$ cat src/rtl/bcm_multi.sv
// Multi-channel BCM / compare-PWM driver sharing one frame counter.
// Duty and mode are double-buffered and take effect only at frame boundaries.
module bcm_multi #(
    parameter int NO_BITS  = 8,
    parameter int CHANNELS = 4
) (
    input  logic                         clock,
    input  logic                         reset,
    input  logic                         go,
    input  logic                         load,
    input  logic [CHANNELS*NO_BITS-1:0]  duty_in,
    input  logic [CHANNELS-1:0]          mode_in,
    output logic                         busy,
    output logic                         done,
    output logic [CHANNELS-1:0]          out
);

    // state  | meaning
    // S_IDLE | counter parked at 0, outputs low, waiting for go
    // S_RUN  | counter sweeping 0..MAX, outputs modulated from active duty
    typedef enum logic {S_IDLE, S_RUN} state_t;

    localparam int IW = (NO_BITS > 1) ? $clog2(NO_BITS) : 1;
    localparam logic [NO_BITS-1:0] MAX = '1;

    state_t                        r_state;
    logic [NO_BITS-1:0]            r_cnt;
    logic [CHANNELS*NO_BITS-1:0]   r_shadow_duty;
    logic [CHANNELS-1:0]           r_shadow_mode;
    logic [CHANNELS*NO_BITS-1:0]   r_active_duty;
    logic [CHANNELS-1:0]           r_active_mode;
    logic                          r_pending;
    logic [CHANNELS-1:0]           r_out;
    logic                          r_done;

    logic                          w_boundary;
    logic [IW-1:0]                 w_msb;
    logic [NO_BITS-1:0]            w_d;
    logic [CHANNELS-1:0]           w_out_next;

    assign w_boundary = go && ((r_state == S_IDLE) || (r_cnt == MAX));

    // BCM slot selection: the highest set bit of cnt picks which duty bit is shown.
    always_comb begin
        w_msb = '0;
        for (int b = 0; b < NO_BITS; b++) begin
            if (r_cnt[b]) w_msb = IW'(b);
        end
    end

    always_comb begin
        w_out_next = '0;
        w_d        = '0;
        for (int c = 0; c < CHANNELS; c++) begin
            w_d = r_active_duty[c*NO_BITS +: NO_BITS];
            if (r_active_mode[c])
                w_out_next[c] = (r_cnt < w_d);
            else
                w_out_next[c] = (r_cnt != '0) && w_d[w_msb];
        end
    end

    always_ff @(posedge clock or posedge reset) begin
        if (reset) begin
            r_state       <= S_IDLE;
            r_cnt         <= '0;
            r_shadow_duty <= '0;
            r_shadow_mode <= '0;
            r_active_duty <= '0;
            r_active_mode <= '0;
            r_pending     <= 1'b0;
            r_out         <= '0;
            r_done        <= 1'b0;
        end else begin
            if (load) begin
                r_shadow_duty <= duty_in;
                r_shadow_mode <= mode_in;
            end
            // A boundary copies the pre-load shadow; a coincident load stays pending.
            if (w_boundary) begin
                r_active_duty <= r_shadow_duty;
                r_active_mode <= r_shadow_mode;
                r_pending     <= load;
            end else if (load) begin
                r_pending     <= 1'b1;
            end

            case (r_state)
                S_IDLE: begin
                    r_cnt  <= '0;
                    r_out  <= '0;
                    r_done <= 1'b0;
                    if (go) r_state <= S_RUN;
                end
                S_RUN: begin
                    r_out  <= w_out_next;
                    r_done <= (r_cnt == MAX);
                    r_cnt  <= r_cnt + 1'b1;
                    if (r_cnt == MAX && !go) r_state <= S_IDLE;
                end
                default: r_state <= S_IDLE;
            endcase
        end
    end

    assign busy = (r_state == S_RUN);
    assign done = r_done;
    assign out  = r_out;

endmodule
$ cat config.mk
export PLATFORM = sky130hd
export DESIGN_NAME = bcm_multi
export DESIGN_NICKNAME = d
export VERILOG_FILES = /design/src/rtl/bcm_multi.sv
export SDC_FILE = /design/constraint.sdc
export NUM_CORES = 1
export LEC_CHECK = 0
export ABC_AREA = 1
export ABC_CLOCK_PERIOD_IN_PS = 3100
export BUFFER_PORTS_ARGS = -buffer_cell sky130_fd_sc_hd__buf_2
export CAP_MARGIN = 30
export CORE_ASPECT_RATIO = 0.8
export CORE_MARGIN = 2
export CORE_UTILIZATION = 47
export CTS_CLUSTER_DIAMETER = 50
export CTS_CLUSTER_SIZE = 8
export DETAILED_ROUTE_END_ITERATION = 6
export MAX_ROUTING_LAYER = met4
export PLACE_DENSITY_LB_ADDON = 0.25
export SYNTH_ARGS = -nofsm -noshare
export SYNTH_HDL_FRONTEND = slang
export SYNTH_SLANG_ARGS = --single-unit
export TNS_END_PERCENT = 50
$ cat constraint.sdc
create_clock -name clock -period 3.1 [get_ports clock]
set_input_delay 0 -clock clock [delete_from_list [all_inputs] [get_ports clock]]
set_output_delay 0 -clock clock [all_outputs]
set_load 0.02 [all_outputs]
==> flow_summary.yaml <==
layout:
  drive_above_1_share: 0.221
  final_cell_mix: "nand2_1 (96), inv_1 (90), dfrtp_1 (86)"
  area_delta_synth_final_pct: 20.8
  diodes: 0
  final_cell_count_no_fill: 734
  nNetsFinal: 680
  final_common_cell: "nand2_1"
route:
  drc: 0
  met2_length_mm: 4.38
  routedLengthMet1_mm: 4.53
  drt_first_pass_iters: 4
  met3_length_um: 405
  top_layer: "met4"
  routed_wl_mm: 9.39
  vias: 3554
  drt_iter0_markers: 199
  wl_per_cell_um: 12.8
  final_antenna_net_count: 0
  via_per_inst: 4.84
cts:
  clock-root-buffer: "clkbuf_16"
  cts_resized: 0
  cts_tree: "done"
  h-tree-depth: 3
  cts-buffers-inserted: 9
  path_clk_slew_ns: 0.06
  post_cts_buffers: 0
  clk_path_buf_depth: 2
  holdBufCountCts: 38
  clk_latency_ns: 0.34
  cts_sinks: 86
sta:
  whs_ns: 0.0980
  fin_crit_sh: 0.739
  skew_ns: 0.00515
  tightest_slew_ns: 0.939
  max_freq_mhz: 436
  slew_headroom: 0.374
  slew_violations: 0
  hold_viol: 0
  period_minus_slack_ns: 2.29
  rsz0062_at_grt: "false"
  fin_setup_tns_ns: 0
  setup_viol: 0
pwr:
  switchingPower_w: 0.000529
  seqPwrFrac: 0.492
  p_leak_nw: 2.77
  clkPwrFrac: 0.441
  switching_share: 0.222
  power.internal_w: 0.00186
  vdd_drop_max_v: 0.000290
  p_comb_frac: 0.067
  p_per_area_mw_per_mm2: 427
place:
  gp_congestion: 0.858
  dp_hpwl_mm: 6.42
  dp_cells: 679
  port_buffers: 45
grt:
  grt_max_degree: 73
  antenna_found_initial: 0
  grt_pass1_wl_mm: 16.8
  groute.usage.overall: 0.205
  grt.overflow.total: 0
  grt_pass1_vias: 3639
synthesis:
  syn-num-nets: 600
  post_synth.cell_area_avg_um2: 8.72
  synth-compound-area-share: 0.150
  ys_ff_latch: 86
  synth_xor_xnor_area_share: 0
  yosys.area_share.simple: 0.195
  synth_top_family_by_area: "simple AND/OR/NAND/NOR gates"
  synthMuxAreaShare: 0
  synth_warnings: 0
  ys_seq_area_frac: 0.466
  ys_types: 22
  netlist_area_mm2: 0.00462
  syn_inst: 530
  synthAdderAreaFrac: 0.0812
critical_path:
  crit_fanout: 72
  worstPathArrival_ns: 2.49
  r2r-start: "r_cnt[1]$_DFF_PP0_"
  start_kind: "flop"
  reg2reg_slack_ns: 0.81
  rr_worst_depth: 11
  r2r_end: "r_active_duty[19]$_DFFE_PP0P_"
  end_kind: "flop"
  worstSetupPathType: "flop to flop"
  critPathLaunch: "r_cnt[1]$_DFF_PP0_"
  worst-endpoint-required_ns: 3.30
  cp-endpoint: "r_active_duty[19]$_DFFE_PP0P_"
floorplanning:
  die_h_um: 92.7
  io_pins: 46
  fp-row-count: 32
  fp.dieW_um: 115
  core_area_mm2: 0.00961
  die_area_mm2: 0.0106
  start_util: 0.481
worst_hold_path:
  hold_class: "input pin to flop"
run:
  cap_violations: 0
status:
  status: "finished, final reports clean"
-- worst max-delay path: stages, from the launching register on --
cell and delay (ns):
dfrtp_1 0.49, ha_1 0.24, nand2_1 0.08, nor2_2 0.18, inv_2 0.06, nor4_4 0.17, nand2_2 0.09, nand2_2 0.11
nand2_4 0.04, buf_4 0.38, nand2_1 0.19, o21ai_2 0.06
-- cell families after synthesis --
group / Yosys count
simple gates: 190
buf+inv: 116
compound gates: 108
flops: 86
fa+ha+maj: 30
-- final cells by class --
| cell class | count | area, um2 |
|---|---|---|
| Timing Repair Buffer | 88 | 656 |
| Sequential cell | 86 | 2150 |
| Clock buffer | 10 | 229 |
| Multi-Input combinational cell | 328 | 1970 |
| Fill cell | 870 | 4030 |
| Tap cell | 119 | 149 |
| Inverter | 97 | 365 |
| Clock inverter | 6 | 62.6 |
-- how the worst min path moves through the flow --
stage / slack, ns / from / depth (start not counted) / to
5_1_grt: 0.13 / load / 3 / r_shadow_duty[9]$_DFFE_PP0P_
4_1_cts: 0.17 / reset / 3 / r_shadow_duty[21]$_DFFE_PP0P_
3_3_place_gp: -0.01 / reset / 2 / r_shadow_duty[20]$_DFFE_PP0P_
2_1_floorplan: 0.1 / go / 2 / busy$_DFF_PP0_
3_5_place_dp: -0.009 / reset / 2 / r_shadow_duty[21]$_DFFE_PP0P_
6_report: 0.1 / load / 3 / r_shadow_duty[16]$_DFFE_PP0P_
-- registers in the layout, indices dropped and copies added (netlist names) --
signal / flops
busy: 1
r_shadow_duty: 32
r_active_duty: 32
r_shadow_mode: 4
done: 1
out: 4
r_cnt: 8
r_active_mode: 4
-- cell usage after synthesis (all sizes together) --
cell    instances  area, um2
ha             30        375
inv            97        364
clkbuf         10       37.5
nand3          54        270
nor3            7       46.3
nand3b          4       30.0
a31oi           1       6.26
nand2         117        507
nor2            7       28.8
a21oi          24        135
o21ai          83        551
dfrtp          86       2150
buf             9       97.6
nor4            1       21.3
-- routing by layer --
| metal | vias to the layer above | track usage |
|---|---|---|
| met4 | 0 | 0.0663 |
| met2 | 57 | 0.314 |
| li1 | 1859 | - |
| met1 | 1632 | 0.274 |
| met5 | - | - |
| met3 | 6 | 0.0438 |
-- power groups by stage --
stage	Sequential (W)	Clock [W]	Combinational [W]
detailed placement	0.00120	0	0.000126
global placement	0.00119	0	0.000121
finish	0.00117	0.00105	0.000161
global route	0.00118	0.00114	0.000188
CTS	0.00117	0.00109	0.000162
floorplan	0.00119	0	0.0000791
-- per-stage QoR --
| stage | utilization | cell area (um2) | power (W) | setup slack (ns) |
|---|---|---|---|---|
| final | 0.581 | 5580 | 0.00239 | 0.809 |
| after detailed placement | 0.509 | 4890 | 0.00132 | 0.837 |
| after CTS | 0.579 | 5560 | 0.00243 | 0.821 |
| after global placement | 0.509 | 4890 | 0.00131 | 0.931 |
| after global routing | 0.581 | 5580 | 0.00250 | 0.646 |
| after floorplan | - | 4620 | 0.00127 | 0.878 |
(Power assumes the default switching activity.)
